===== src/rtl/mem_access_unit.sv =====
// mem_access_unit: MEM-stage load/store unit.
// Converts EX/MEM load/store controls into a req/ack bus transaction with
// byte enables and lane-replicated write data. Sign/zero-extends load data
// for the MEM/WB register, and stalls upstream while an access is in flight.
`timescale 1ns/1ps

module mem_access_unit #(
    parameter int data_bits = 32
) (
    input  logic                 clk,
    input  logic                 n_rst,
    input  logic                 mem_read_in,
    input  logic                 mem_write_in,
    input  logic [2:0]           funct3_in,
    input  logic [data_bits-1:0] address_in,
    input  logic [data_bits-1:0] write_data_in,
    output logic                 stall_out,
    output logic                 misaligned_out,
    output logic [data_bits-1:0] data_memory_out,
    output logic                 bus_req,
    output logic                 bus_we,
    output logic [data_bits-1:0] bus_addr,
    output logic [data_bits-1:0] bus_wdata,
    output logic [3:0]           bus_be,
    input  logic [data_bits-1:0] bus_rdata,
    input  logic                 bus_ack
);

    typedef enum logic [1:0] {
        S_IDLE,
        S_WAIT,
        S_DONE
    } state_t;

    state_t state, state_next;

    logic                 access;
    logic                 is_byte;
    logic                 is_half;
    logic                 aligned;
    logic                 start;
    logic [3:0]           be_next;
    logic [data_bits-1:0] wdata_next;
    logic [2:0]           funct3_q;
    logic [1:0]           lane_q;
    logic [7:0]           byte_sel;
    logic [15:0]          half_sel;
    logic [data_bits-1:0] load_value;

    // Size decode and alignment; funct3 011/110/111 fall through to word.
    assign access  = mem_read_in | mem_write_in;
    assign is_byte = (funct3_in[1:0] == 2'b00);
    assign is_half = (funct3_in[1:0] == 2'b01);
    assign aligned = is_byte
                   | (is_half & ~address_in[0])
                   | (~is_byte & ~is_half & (address_in[1:0] == 2'b00));
    assign start   = (state == S_IDLE) & access & aligned;

    // The pipeline must not see a stall while reset holds the unit idle.
    assign stall_out = n_rst & (start | (state == S_WAIT));

    // Byte enables and lane-replicated store data for the access being launched.
    always_comb begin
        be_next    = 4'b1111;
        wdata_next = write_data_in;
        if (is_byte) begin
            be_next    = 4'b0001 << address_in[1:0];
            wdata_next = {4{write_data_in[7:0]}};
        end else if (is_half) begin
            be_next    = address_in[1] ? 4'b1100 : 4'b0011;
            wdata_next = {2{write_data_in[15:0]}};
        end
    end

    // Pick the addressed lane out of the returned word and extend it.
    always_comb begin
        byte_sel   = bus_rdata[{lane_q, 3'b000} +: 8];
        half_sel   = bus_rdata[{lane_q[1], 4'b0000} +: 16];
        load_value = bus_rdata;
        case (funct3_q[1:0])
            2'b00:   load_value = {{24{~funct3_q[2] & byte_sel[7]}}, byte_sel};
            2'b01:   load_value = {{16{~funct3_q[2] & half_sel[15]}}, half_sel};
            default: load_value = bus_rdata;
        endcase
    end

    // State register.
    always_ff @(posedge clk or negedge n_rst) begin
        if (!n_rst) begin
            state <= S_IDLE;
        end else begin
            state <= state_next;
        end
    end

    // Next-state logic; DONE lasts one cycle so the instruction is never reissued.
    always_comb begin
        state_next = state;
        case (state)
            S_IDLE:  if (start) state_next = S_WAIT;
            S_WAIT:  if (bus_ack) state_next = S_DONE;
            S_DONE:  state_next = S_IDLE;
            default: state_next = S_IDLE;
        endcase
    end

    // Bus outputs, latched access info, load result and misalignment pulse.
    always_ff @(posedge clk or negedge n_rst) begin
        if (!n_rst) begin
            bus_req         <= 1'b0;
            bus_we          <= 1'b0;
            bus_addr        <= '0;
            bus_wdata       <= '0;
            bus_be          <= 4'b0000;
            funct3_q        <= 3'b000;
            lane_q          <= 2'b00;
            data_memory_out <= '0;
            misaligned_out  <= 1'b0;
        end else begin
            misaligned_out <= (state == S_IDLE) & access & ~aligned;
            if (start) begin
                bus_req   <= 1'b1;
                bus_we    <= mem_write_in;
                bus_addr  <= {address_in[data_bits-1:2], 2'b00};
                bus_be    <= be_next;
                bus_wdata <= wdata_next;
                funct3_q  <= funct3_in;
                lane_q    <= address_in[1:0];
            end else if ((state == S_WAIT) && bus_ack) begin
                bus_req <= 1'b0;
                bus_we  <= 1'b0;
                if (!bus_we) begin
                    data_memory_out <= load_value;
                end
            end
        end
    end

endmodule


===== config.mk =====
export PLATFORM = sky130hd
export DESIGN_NAME = mem_access_unit
export DESIGN_NICKNAME = d
export VERILOG_FILES = /design/src/rtl/mem_access_unit.sv
export SDC_FILE = /design/constraint.sdc
export NUM_CORES = 1
export LEC_CHECK = 0
export CORE_ASPECT_RATIO = 0.5
export CORE_MARGIN = 2
export CORE_UTILIZATION = 40
export DETAILED_ROUTE_END_ITERATION = 7
export PLACE_DENSITY = 0.76
export REMOVE_ABC_BUFFERS = 1
export SETUP_SLACK_MARGIN = 0.3
export SYNTH_ARGS = -nofsm -noshare
export SYNTH_HDL_FRONTEND = slang
export SYNTH_SLANG_ARGS = --single-unit
export TNS_END_PERCENT = 100

===== constraint.sdc =====
create_clock -name clk -period 5.8 [get_ports clk]
set_input_delay 1.74 -clock clk [delete_from_list [all_inputs] [get_ports clk]]
set_output_delay 1.74 -clock clk [all_outputs]
set_load 0.05 [all_outputs]

# Word level (Yosys, flattened, before mapping)
# Cells that the tools add are included.
# classes
n_eq_ne	5
shift	3
mux	12
bitwise	20
n_reduce_logical	8
# op_table
cell	count
2-to-1 mux 32 bit	2
one-hot mux 32 bit (2 select lines)	1
indexed part select 32 x 6 -> 16 bit	1
indexed part select 32 x 6 -> 8 bit	1
2-to-1 mux 4 bit	3
AND 1 bit	9
logical NOT 2 bit	4
inverter 1 bit	7
equality test 2 x 1 -> 1 bit (second input constant)	3
2-to-1 mux 2 bit	2
!= test 2 bit (second input constant)	2
bitwise OR 1 bit	4
one-hot mux 2 bit (2 select lines)	1
<< shifter 1 x 2 -> 4 bit (first input constant)	1
2-to-1 mux 1 bit	3
AND reduction 3 bit	1
AND reduction 2 bit	1
nonzero test 2 bit	1
logical AND 1 bit	1
# word_totals
ff_bits	108

# Depth between registers and ports, before layout
# Gate-level depths: netlist of run 1.
# logic_depth
word_depth	8
depth_mapped	7
ltp_nobuf	4

# Worst setup path after synthesis of run 1
# Ideal clock, no wire load.
# synth_timing
path_type	in2out
from	input funct3_in[1]
to	output stall_out
arrival_ns	3.541
t_required_ns	4.060
path_slack_ns	0.519
path_stages	5
n_path_buf	2
path_cell_list	buf_2 -> o21ai_1 -> nand4b_1 -> clkbuf_1 -> a21boi_0
# synth_via
elab_chain_len	8
word_cells_on_any_way	12
cone_classes	eq/ne (1); bitwise (10); reduce/logical (1)
# synth_rtl
element	line_no	source
start, declared	14	input logic [2:0] funct3_in,
equality test 2 x 1 -> 1 bit or logical NOT 2 bit (tied branches)	53, 52	
inverter 1 bit	56	| (~is_byte & ~is_half & (address_in[1:0] == 2'b00));
AND 1 bit (2 in a row)	56	
bitwise OR 1 bit (*)	56	
AND 1 bit (*)	57	assign start = (state == S_IDLE) & access & aligned;
bitwise OR 1 bit (*)	60	assign stall_out = n_rst & (start | (state == S_WAIT));
AND 1 bit (*)	60	
end, declared	17	output logic stall_out,
# Every way passes the cells marked *; elsewhere a longest branch is shown, timed or not.

# Worst setup path after layout of run 1
# layout_timing
from	input address_in[0]
to	output stall_out
# layout_via
elab_chain_len	7
word_cells_on_any_way	9
cone_classes	bitwise (8); reduce/logical (1)
# layout_rtl
element	line_no	source
start, declared	15	input logic [data_bits-1:0] address_in,
inverter 1 bit	55	| (is_half & ~address_in[0])
AND 1 bit	55	
bitwise OR 1 bit	55	
bitwise OR 1 bit (*)	56	
AND 1 bit (*)	57	
bitwise OR 1 bit (*)	60	
AND 1 bit (*)	60	
# Marks and branches as above.

==> impl_results.md, run 1 <==
- Status: finished clean
- First-pass GRT wire length: 22700 µm
- Leakage Power: 3.29 nW
- Die width: 162 µm
- Layout cells sized above 1: 6.80%
- Crit path max fanout: 11
- Core box area: 0.0120 mm²
- Top cells by area, synth: dfrtp_1 (54%), nand2_1 (14%), mux2i_1 (5.2%)
- Sink Count: 108
- Die ar.: 0.0134 mm²
- Final WS setup: 796 ps
- Multi-input gate area: 0.00208 mm²
- Max-slew headroom: 34.2%
- Inst Count DP: 872
- HP Class: register to register
- Mapped Cells: 532
- Min Hold Slack: 475 ps
- Tmin final: 5000 ps
- CP Launch Point: address_in[0]
- Placement Setup Slack: 814 ps
- Total CTS buffers: 9
- Layout Nets: 822
- Largest net degree at the start of global routing: 97
- Clk_skew: 7.40 ps
- Slew Limit Fails: 0
- Total power: 4.25 mW
- Die Height: 82.9 µm
- Max Buffers Root-to-Sink: 2
- Critical Path AT: 3260 ps
- # resized after CTS: 0
- Clk_lat worst skew: 340 ps
- Top_reg_cell synth: dfrtp_1
- FF/Latch Area: 0.00270 mm²
- Cell variety after synth: 44
- Delay of the slowest critical-path stage: 580 ps
- Via count: 4390
- Worst-path clk slew: 70 ps
- WS Path Type: input pin to output pin
- Post-Syn Area: 0.00498 mm²
- PortBufs: 205
- Initial drt markers: 268
- FMAX: 200 MHz
- Count of hold-fix buffers inserted at cts: 0
- Fillers: 1022
- Boundary Pins: 208
- Pre-antenna DRT Iters: 4
- Power Density: 575 mW/mm²
- TNS Setup: 0 ps
- #FFs+latches synth: 108
- Final WL: 14100 µm
- Setup-failing EPs final: 0
- Drt drc: 0
- Synthesis-to-finish area growth: 48.5%
- Routability Congestion: 0.814
- Max cap viols: 0
- CTS tree: yes
- RR Startpoint: state[1]
- Root Buffer: clkbuf_16
- Maximum vdd drop: 0.276 mV
- Antenna-violating nets left: 0
- Final Hold Fails: 0
- ANT cells: 0
- Mapped Avg Cell Area: 9.37 µm²
- Top cell type's share of synthesized area: 54.2%
- Routed WL per cell: 16.0 µm
- Post-CTS Setup Repair Bufs: 0
- Fin cells: 886
- Vias in the first global route: 4332
- RSZ-0062 raised after global routing: false
- Crit-path cells: clkdlybuf4s50_1 > o21ai_1 > nand4b_1 > a21boi_0 > buf_12
- Worst Tran Pin Value: 987 ps
- Final Cycle Share: 86.3%
- Register area share after synthesis: 54.2%
- Starting Density: 41.6%
- # rows: 28
- Ys Warns: 0
- H-Tree Depth: 3
- Vias per cell: 4.95
- Initial antenna violation count: 0
- Gr usage total: 21.3%
- Critical hold path startpoint: bus_addr[4]
- Crit-path slowest cell: clkdlybuf4s50_1
- Final HPWL DP: 9930 µm
- Async SR Flop Fraction: 100%
- Critical path launch point type: input pin
- Post-synth EDFFs: 0
- Overflow after GRT: 0
- Worst Path Required: 4060 ps
- Crit. End Element: output pin
- Area leader, netlist: dfrtp_1
[worst max-delay path: cells and delay by family]
family | cells | cell delay (ps)
AO/OA/AOI/OAI | 2 | 600
AND/OR/NAND/NOR | 1 | 140
buffers and inverters | 2 | 770
[per-layer routing]
| metal | global-route usage (%) | share of wire, % |
|---|---|---|
| met5 | 0 | 0 |
| met4 | 7.24 | 2.8 |
| met3 | 5.39 | 4.6 |
| met2 | 36.9 | 50 |
| met1 | 25.9 | 43 |
[flip-flops by register name (all words and copies together) (netlist names), 2 cells and up]
register / flops
bus_be: 4
data_memory_out: 32
bus_wdata: 32
bus_addr: 30
lane_q: 2
funct3_q: 3
state: 2
[metrics by stage]
| step | area [µm²] | utilization [%] |
|---|---|---|
| finish | 7400 | 61.8 |
| global route | 7400 | 61.8 |
| CTS | 7400 | 61.8 |
| detailed placement | 7110 | 59.3 |
| global placement | 7110 | 59.3 |
| floorplan | 4800 | - |
[layout by cell type (no fill, tap or decap), drive strengths merged, types with 2 or more instances in the layout]
cell type and count:
conb 2, nand2 189, buf 8, a22oi 7, nor3 5, mux2 9
nor2 37, clkdlybuf4s50 203, a221o 6, dfrtp 108, o31ai 3, o21ai 41
a21oi 27, a211oi 2, inv 5, nor2b 3, clkbuf 12, mux2i 27
nor4 2, or2 2, a32oi 6
[logic make-up after synthesis]
| family | count (synthesis) | synth area share (%) |
|---|---|---|
| compound gates | 98 | 12.7 |
| buf+inv | 42 | 4.19 |
| flops | 108 | 54.2 |
| mux | 37 | 8.06 |
| other cells | 1 | 0.0753 |
| simple gates | 246 | 20.7 |
[Yosys cell counts, drive strengths merged (3+ instances only)]
library cell	n
nand2	189
dfrtp	108
o21ai	41
nor2	37
a21oi	27
mux2i	27
buf	22
clkbuf	15
mux2	9
a22oi	7
a221o	6
a32oi	6
inv	5
nor3	5
nor2b	3
o31ai	3
[area by class of cell]
class / instances / share of cell area [%]
sequential: 108 / 36.5
timing repair buffer: 211 / 28.4
multi-input combinational: 383 / 28.1
clock buffer: 12 / 3.47
tap: 165 / 2.79
clock inverter: 2 / 0.473
inverter: 5 / 0.254
[power by group]
group	internal (mW)	total (mW)	switching, mW
sequential	1.06	1.28	0.220
clock	0.353	0.615	0.261
combinational	0.790	2.36	1.57
[worst paths after layout]
kind                                       end  slack [ps]  cells past startpoint
setup reg to reg           data_memory_out[19]        3460                      4
hold reg to reg                    bus_addr[4]         480                      2
max in group asynchronous         bus_wdata[0]        3050                      3
hold / removal                     bus_addr[4]         480                      2
min in group asynchronous   data_memory_out[4]        1560                      2
setup / recovery                     stall_out         800                      5
(Power assumes the default switching activity.)
==> run 2, diff against run 1 <==
--- a/config.mk
+++ b/config.mk
@@ -5,6 +5,7 @@
 export SDC_FILE = /design/constraint.sdc
 export NUM_CORES = 1
 export LEC_CHECK = 0
+export CAP_MARGIN = 5
 export CORE_ASPECT_RATIO = 0.5
 export CORE_MARGIN = 2
 export CORE_UTILIZATION = 40
==> results of run 2 <==
Final layout, timing and power as in run 1 (identical DEF).
==> run 3, diff against run 2 <==
==> constraint.sdc (replaced) <==
create_clock -name clk -period 5.5 [get_ports clk]
set_input_delay 1.65 -clock clk [delete_from_list [all_inputs] [get_ports clk]]
set_output_delay 1.65 -clock clk [all_outputs]
set_load 0.05 [all_outputs]
==> run 3 against run 2 <==
Core utilization is 0.22 points higher. Final cell count is 0.23% higher. Combinational power is 5% higher. Design area is 0.36% higher. Sequential share of layout area is 0.13 points lower. Clock skew is 0.51 ps higher. Die area stayed put. Critical endpoint unchanged.
==> impl_results.md, run 3 (synthesis results as in run 1) <==
- Status: finished clean (unchanged)
- Antenna-violating nets left: 0 (unchanged)
- Starting Density: 41.6% (unchanged)
- Setup-failing EPs final: 0 (unchanged)
- Count of hold-fix buffers inserted at cts: 0 (unchanged)
- Commonest non-fill, non-tap cell in the layout: clkdlybuf4s50_1 (unchanged)
- # resized after CTS: 0 (unchanged)
- Root Buffer: clkbuf_16 (unchanged)
- Worst-case reg-to-reg path depth: 4 (unchanged)
- Maximum vdd drop: 0.303 mV (was 0.276 mV)
- Worst Hold Endpoint: bus_addr[23] (was bus_addr[4])
- CTS tree: yes (unchanged)
- PortBufs: 205 (unchanged)
- Tmin final: 4790 ps
- Gr usage total: 21.5% (was 21.3%)
- Worst Tran Pin Value: 993 ps (was 987 ps)
- Fillers: 1010 (was 1022)
- Vias per cell: 4.93 (was 4.95)
- Boundary Pins: 208 (unchanged)
- Critical path launch point type: input pin (unchanged)
- Critical Path AT: 3140 ps (was 3260 ps)
- Largest net degree at the start of global routing: 97 (unchanged)
- RSZ-0062 raised after global routing: false (unchanged)
- Worst-path clk slew: 70 ps (about the same)
- Layout cells sized above 1: 7.05% (was 6.80%)
- Max Buffers Root-to-Sink: 2 (unchanged)
- Initial antenna violation count: 0 (unchanged)
- Final Hold Fails: 0 (unchanged)
- FMAX: 209 MHz
- Crit. End Element: output pin (unchanged)
- Crit path max fanout: 11 (unchanged)
- Die ar.: 0.0134 mm² (unchanged)
- Drt drc: 0 (unchanged)
- Biggest regs: bus_wdata: 32 flops, data_memory_out: 32 flops, bus_addr: 30 flops (unchanged)
- Total CTS buffers: 9 (unchanged)
- Total power: 4.53 mW (was 4.25 mW)
- Utilization after layout: 62.0% (was 61.8%)
- Layout Nets: 822 (unchanged)
- Post-CTS Setup Repair Bufs: 0 (unchanged)
- Sink Count: 108 (unchanged)
- Routed WL per cell: 15.8 µm (was 16.0 µm)
- Max-slew headroom: 33.8% (was 34.2%)
- HP Class: register to register (unchanged)
- Pre-antenna DRT Iters: 4 (unchanged)
- Initial drt markers: 269 (was 268)
- Via count: 4380 (was 4390)
- H-Tree Depth: 3 (unchanged)
- Max cap viols: 0 (unchanged)
- Die width: 162 µm (unchanged)
- ANT cells: 0 (unchanged)
- Final HPWL DP: 9930 µm (about the same)
- WS Path Type: input pin to output pin (unchanged)
- First-pass GRT wire length: 23000 µm (was 22700 µm)
- Leakage Power: 3.30 nW (was 3.29 nW)
- Clk_skew: 7.91 ps (was 7.40 ps)
- Final Cycle Share: 87.1%
- Commonest cells after routing, fill and taps aside: clkdlybuf4s50_1 (203), nand2_1 (189), dfrtp_1 (108), o21ai_0 (39), nor2_1 (36) (unchanged)
- Core box area: 0.0120 mm² (unchanged)
- Routability Congestion: 0.813 (was 0.814)
- Synthesis-to-finish area growth: 49.0% (was 48.5%)
- Final WL: 14000 µm (was 14100 µm)
- RR Startpoint: state[1] (unchanged)
- # rows: 28 (unchanged)
- Die Height: 82.9 µm (unchanged)
- Hold-critical path depth: 2 (unchanged)
- Power Density: 610 mW/mm² (was 575 mW/mm²)
- R2R setup slack: 3170 ps (was 3460 ps)
- TNS Setup: 0 ps (unchanged)
- Overflow after GRT: 0 (unchanged)
- Vias in the first global route: 4400 (was 4332)
- Slew Limit Fails: 0 (unchanged)
- Worst Path Required: 3850 ps (was 4060 ps)
- Critical hold path startpoint: bus_addr[23] (was bus_addr[4])
- Worst r2r dst: data_memory_out[16] (was data_memory_out[19])
- Clk_lat worst skew: 340 ps (about the same)
==> run 3: cell count changes in the layout (fill, tap and decap cells not counted) <==
cell,change
bufinv_16,+1
clkinvlp_4,+2
clkinv_4,+1
clkbuf_8,-2
==> run 3: worst max-delay path by stage <==
| stage | from | endpoint | slack [ps] | cells past startpoint |
|---|---|---|---|---|
| after global routing | address_in[0] | stall_out | 510 | 5 |
| after floorplan | address_in[1] | stall_out | -1770 | 3 |
| after CTS | address_in[0] | stall_out | 710 | 5 |
| after detailed placement | address_in[0] | stall_out | 710 | 5 |
| final | address_in[0] | stall_out | 710 | 5 |
| after global placement | address_in[0] | stall_out | 770 | 5 |
==> run 3: critical path, stage by stage <==
cell and delay (ps):
clkdlybuf4s50_1 570, o21ai_1 260, nand4b_1 140, a21boi_0 330, buf_12 190
==> run 3: metal layers <==
| metal | GRT usage (%) | up-vias | part of all wire [%] |
|---|---|---|---|
| li1 | - | 2135 | - |
| met1 | 27.0 | 2090 | 43 |
| met2 | 37.2 | 124 | 50 |
| met3 | 3.95 | 31 | 4.1 |
| met4 | 7.72 | 0 | 3.1 |
| met5 | 0 | - | 0 |
==> run 3: power breakdown <==
part	leakage, nW	switching, mW	internal [mW]
logic	1.83	1.65	0.833
clock network	0.149	0.293	0.400
registers	1.32	0.232	1.12
total	3.30	2.17	2.35
==> run 3: area by class of cell <==
class	instances	area [µm²]	area share, %
Clock buffer	10	229	3.08
Clock inverter	6	88.8	1.20
Inverter	5	18.8	0.253
Multi-Input combinational cell	383	2080	28.0
Sequential cell	108	2700	36.4
Tap cell	165	206	2.78
Timing Repair Buffer	211	2100	28.3
==> run 3: through the flow <==
step	setup slack, ps	cells	cell area, µm²	hold WS, ps
detailed placement	714	872	7110	461
global route	505	888	7430	499
global placement	765	872	7110	457
floorplan	-1770	496	4800	460
finish	711	888	7430	475
CTS	712	888	7430	477
==> edit 1: new RTL, settings of run 3 <==
Encoding of `state_t`: now one-hot (3 bits for 3 states).
--- a/src/rtl/mem_access_unit.sv
+++ b/src/rtl/mem_access_unit.sv
@@ -26,10 +26,10 @@
     input  logic                 bus_ack
 );
 
-    typedef enum logic [1:0] {
-        S_IDLE,
-        S_WAIT,
-        S_DONE
+    typedef enum logic [2:0] {
+        S_IDLE = 3'b001,
+        S_WAIT = 3'b010,
+        S_DONE = 3'b100
     } state_t;
 
     state_t state, state_next;
Formal check against the unedited RTL: no difference found for any inputs over 4 cycles, from zero or initial values and one cycle with n_rst low; so few cycles prove little.
==> edit 1 against run 3 <==
- sequential cell count is 1 higher
- largest power group unchanged
- synthesized area up 8.3%
- register-to-register slack got worse by 0.21 ns
- wire length grew 9.4%
- power up 20%
- setup slack got worse by 0.12 ns
- critical path type unchanged
- first-iteration DRC count rose by 8.6%
- design area rose by 4.4%
==> edit 1: results <==
[critical_path]
crit_slowest_cell = clkdlybuf4s50_1
max_stage_delay_ns = 0.69
timing.rr.end = data_memory_out[25]$_DFFE_PN0P_
cp_data_arrival_time_ns = 3.26
path_delay_family = buffers and inverters
reg2reg_from = lane_q[1]$_DFFE_PN0P_
r2r_slack_ns = 2.96
reg2reg_depth = 4
cp_max_fo = 9

[yosys]
yosysWarnings = 0
synth_area_leaders = dfrtp_1 50%, mux2_4 11%, a21oi_1 6.2%, mux2i_1 5.0%, nand2_1 4.5%
async_flop_share_pct = 100
ys_seq_area_share_pct = 50.6
post_synth_num_cell_types = 45
synth_top_cell_area_share_pct = 50.1
ys_top_cells_by_count = 108 x dfrtp_1, 67 x a21oi_1, 64 x nand2_1, 40 x mux2_4, 34 x nor2_1
netlist_instances = 486

[power]
power_leakage_nw = 3.24
ir_worst_vdd_v = 0.000301

[route]
first_iter_violations = 292
routed_wl_microns = 15300
vias_per_cell = 5.18
first_pass_iters = 4

[clocking]
cts-root-buf = clkbuf_16
htree_levels = 3
cts_post_setup_buffers_inserted = 0
numCtsBuffers = 9
clockBufferDepth = 2
postCtsResizedCells = 0
clk_pin_slew_ns = 0.07
clk_latency_ns = 0.35

[min_path]
whs_path_depth = 2
holdCritStartpoint = bus_req$_DFFE_PN0P_
min_to = bus_req$_DFFE_PN0P_
hold_path.class = reg2reg

[place]
dpl.cell_count = 833
dpl-instance-area_sq_um = 7480
hpwlAfterDp_microns = 10600
pre_cts_slack_ns = 0.610
io_buffers = 205
place_congestion = 0.801

[global_route]
grt_antenna_before_repair = 0
grt_start_max_net_pins = 65
grt_first_pass_wirelength_microns = 24400
grt_util_all_layers_pct = 21.4
grt_pass1_vias = 4451

[outcome]
run_status = finished clean

[cells_and_area]
diodes = 0
drive_gt1_share_pct = 14.6
nets = 778
reg_top3 = bus_wdata: 32 flops, data_memory_out: 32 flops, bus_addr: 30 flops
fin_cells = 849
fill_cells = 1066

[sta]
skew_ns = 0.0114
relSlewSlack_pct = 29.7
==> edit 1: worst max path at each step <==
| stage | slack, ns | cells past startpoint | from | to |
|---|---|---|---|---|
| after global routing | 0.51 | 6 | address_in[0] | stall_out |
| after global placement | 0.66 | 6 | address_in[0] | stall_out |
| after detailed placement | 0.61 | 6 | address_in[0] | stall_out |
| after CTS | 0.61 | 6 | address_in[0] | stall_out |
| after floorplan | 0.06 | 4 | mem_write_in | stall_out |
| final | 0.59 | 6 | address_in[0] | stall_out |
==> edit 1: metal layers <==
layer	GRT usage [%]	vias up	routed length [microns]
met5	0	-	0
met4	6.43	0	329
met3	3.55	26	602
met2	37.0	111	7700
met1	27.9	2196	6710
li1	-	2066	-
==> edit 1: power breakdown <==
group          internal, mW  switching (mW)
logic                  1.25            2.08
clock network         0.308           0.303
registers              1.21           0.280
total                  2.76            2.66
==> edit 1: worst register-to-register path: stages (launching register included) <==
cell and delay, ns:
dfrtp_1 0.96, mux2i_1 0.36, o22ai_1 0.15, a21oi_2 0.73, a21oi_1 0.18
==> edit 1: logic make-up after synthesis <==
logic type      Yosys count  synth area share, %
compound gates          118                 13.2
flops                   109                 50.6
other cells               1               0.0695
mux                      80                 18.9
simple gates            136                 12.2
buf+inv                  42                 5.15
==> edit 1: metrics by stage <==
stage / hold slack (ns) / power (mW)
after CTS: 0.490 / 5.46
after global placement: 0.462 / 4.78
after global routing: 0.518 / 5.68
after floorplan: 0.490 / 3.67
after detailed placement: 0.469 / 4.83
final: 0.484 / 5.42
==> edit 1: final cells by class <==
class	instances	area, sq um	share of cell area, %
Clock buffer	9	225	2.90
Tap cell	170	213	2.74
Timing Repair Buffer	214	2130	27.4
Multi-Input combinational cell	336	2390	30.9
Sequential cell	109	2730	35.2
Clock inverter	7	52.6	0.678
Inverter	4	15.0	0.194
==> edit 2: new RTL, settings of run 3 <==
Made on the original files. Reset style: synchronous (`n_rst`), changed in 2 clocked blocks.
--- a/src/rtl/mem_access_unit.sv
+++ b/src/rtl/mem_access_unit.sv
@@ -85,7 +85,7 @@
     end
 
     // State register.
-    always_ff @(posedge clk or negedge n_rst) begin
+    always_ff @(posedge clk) begin
         if (!n_rst) begin
             state <= S_IDLE;
         end else begin
@@ -105,7 +105,7 @@
     end
 
     // Bus outputs, latched access info, load result and misalignment pulse.
-    always_ff @(posedge clk or negedge n_rst) begin
+    always_ff @(posedge clk) begin
         if (!n_rst) begin
             bus_req         <= 1'b0;
             bus_we          <= 1'b0;
Behaviour: differs if n_rst is asserted again (counterexample within 4 cycles, from zero or initial values and one cycle with n_rst low); with n_rst held inactive, the same outputs for 4 cycles.
==> edit 2 against run 3 <==
- design area shrank 3.0%
- setup slack gained 0.068 ns
- synthesized area decreased by 3.3%
- via count is 6.0% higher
- sequential cell count unchanged
- clock skew is 0.0016 ns higher
- wire length increased by 1.8%
- cell count up 1.5%
- critical endpoint unchanged
Power is not compared: it rests on default switching activity, and its combinational part moved more than twofold at a synthesized area within 25%.
==> edit 2: results <==
[outcome]
run_status = finished clean

[place]
hpwlAfterDp_microns = 9730
place_congestion = 0.796
dpl-instance-area_sq_um = 6890
pre_cts_slack_ns = 0.776
dpl.cell_count = 885

[yosys]
post_synth_num_cell_types = 51
ys_seq_area_share_pct = 44.9
async_flop_share_pct = 0
synth_area_per_cell_sq_um = 8.64
synth_area_leaders = dfxtp_1 45%, nand2_1 11%, a21boi_0 8.1%, o21ai_0 3.6%, mux2i_1 3.3%
ys_top_cells_by_count = 138 x nand2_1, 108 x dfxtp_1, 52 x a21boi_0, 35 x o21ai_0, 29 x a21oi_1
synth_top_cell_area_share_pct = 44.9
synthFlopType = dfxtp_1

[cells_and_area]
syn2layout_area_growth_pct = 49.5
diodes = 0
fill_cells = 1068
nets = 835
drive_gt1_share_pct = 7.07

[global_route]
grt_util_all_layers_pct = 21.4
grt_antenna_before_repair = 0
use_met3_pct = 4.85
grt_first_pass_wirelength_microns = 22400
grt_pass1_vias = 4428
grtUsageMet1_pct = 25.6
grt_use_met2_pct = 38.5
grt_start_max_net_pins = 118

[route]
first_iter_violations = 304
first_pass_iters = 5
wl_met1_microns = 6170
routed.top_layer = met4
wl_met3_microns = 723
routed_wl_microns = 14300
vias = 4641
wl_met2_microns = 6950
routedWlPerCell_microns = 15.8

[sta]
skew_ns = 0.00950
tightest_slew_ns = 1.02

[critical_path]
cp_data_arrival_time_ns = 3.07
cp_max_fo = 7
reg2reg_depth = 4
max_stage_delay_ns = 0.43

[clocking]
postCtsResizedCells = 0
cts-root-buf = clkbuf_16
numCtsBuffers = 9

[min_path]
hold_path.class = reg2reg
-- edit 2: changes by cell type after synthesis, moves of 17 or more --
| cell | change |
|---|---|
| a21boi_0 | +51 |
| nand2_1 | -51 |
| dfxtp_1 | +108 |
| o211ai_1 | +17 |
| dfrtp_1 | -108 |
| nor2_1 | -32 |
-- edit 2: power breakdown --
| group | switching, mW | internal [mW] |
|---|---|---|
| logic | 0.351 | 0.228 |
| clock network | 0.315 | 0.362 |
| registers | 0.0322 | 0.837 |
| total | 0.699 | 1.43 |
-- edit 2: cells by family (layout without fill, tap and decap cells) --
group	Yosys count	in the layout	synth area share [%]
simple gates	193	193	18.2
compound gates	177	177	26.0
flops	108	108	44.9
buf+inv	54	231	5.45
mux	24	24	5.27
other cells	1	2	0.0778
xor+xnor	1	1	0.182
-- edit 2: layout make-up --
cell class | instances | area share (%)
Timing Repair Buffer | 210 | 29.3
Sequential cell | 108 | 30.0
Tap cell | 165 | 2.87
Inverter | 5 | 0.261
Multi-Input combinational cell | 397 | 33.3
Clock inverter | 7 | 1.18
Clock buffer | 9 | 3.13
-- edit 2: worst paths after layout --
kind                                      to  slack (ns)                  startpoint
setup / recovery                   stall_out        0.78                mem_write_in
hold reg to reg   bus_wdata[31]$_SDFFE_PN0P_        0.47  bus_wdata[31]$_SDFFE_PN0P_
hold / removal    bus_wdata[31]$_SDFFE_PN0P_        0.47  bus_wdata[31]$_SDFFE_PN0P_
setup reg to reg  bus_wdata[23]$_SDFFE_PN0P_        3.16       state[0]$_SDFFE_PN0P_
-- edit 2: critical path: cells and delay by family --
| kind | cells | cell delay [ns] |
|---|---|---|
| AOI/OAI and AO/OA | 1 | 0.21 |
| and+or+nand+nor | 2 | 0.63 |
| buffers and inverters | 2 | 0.58 |
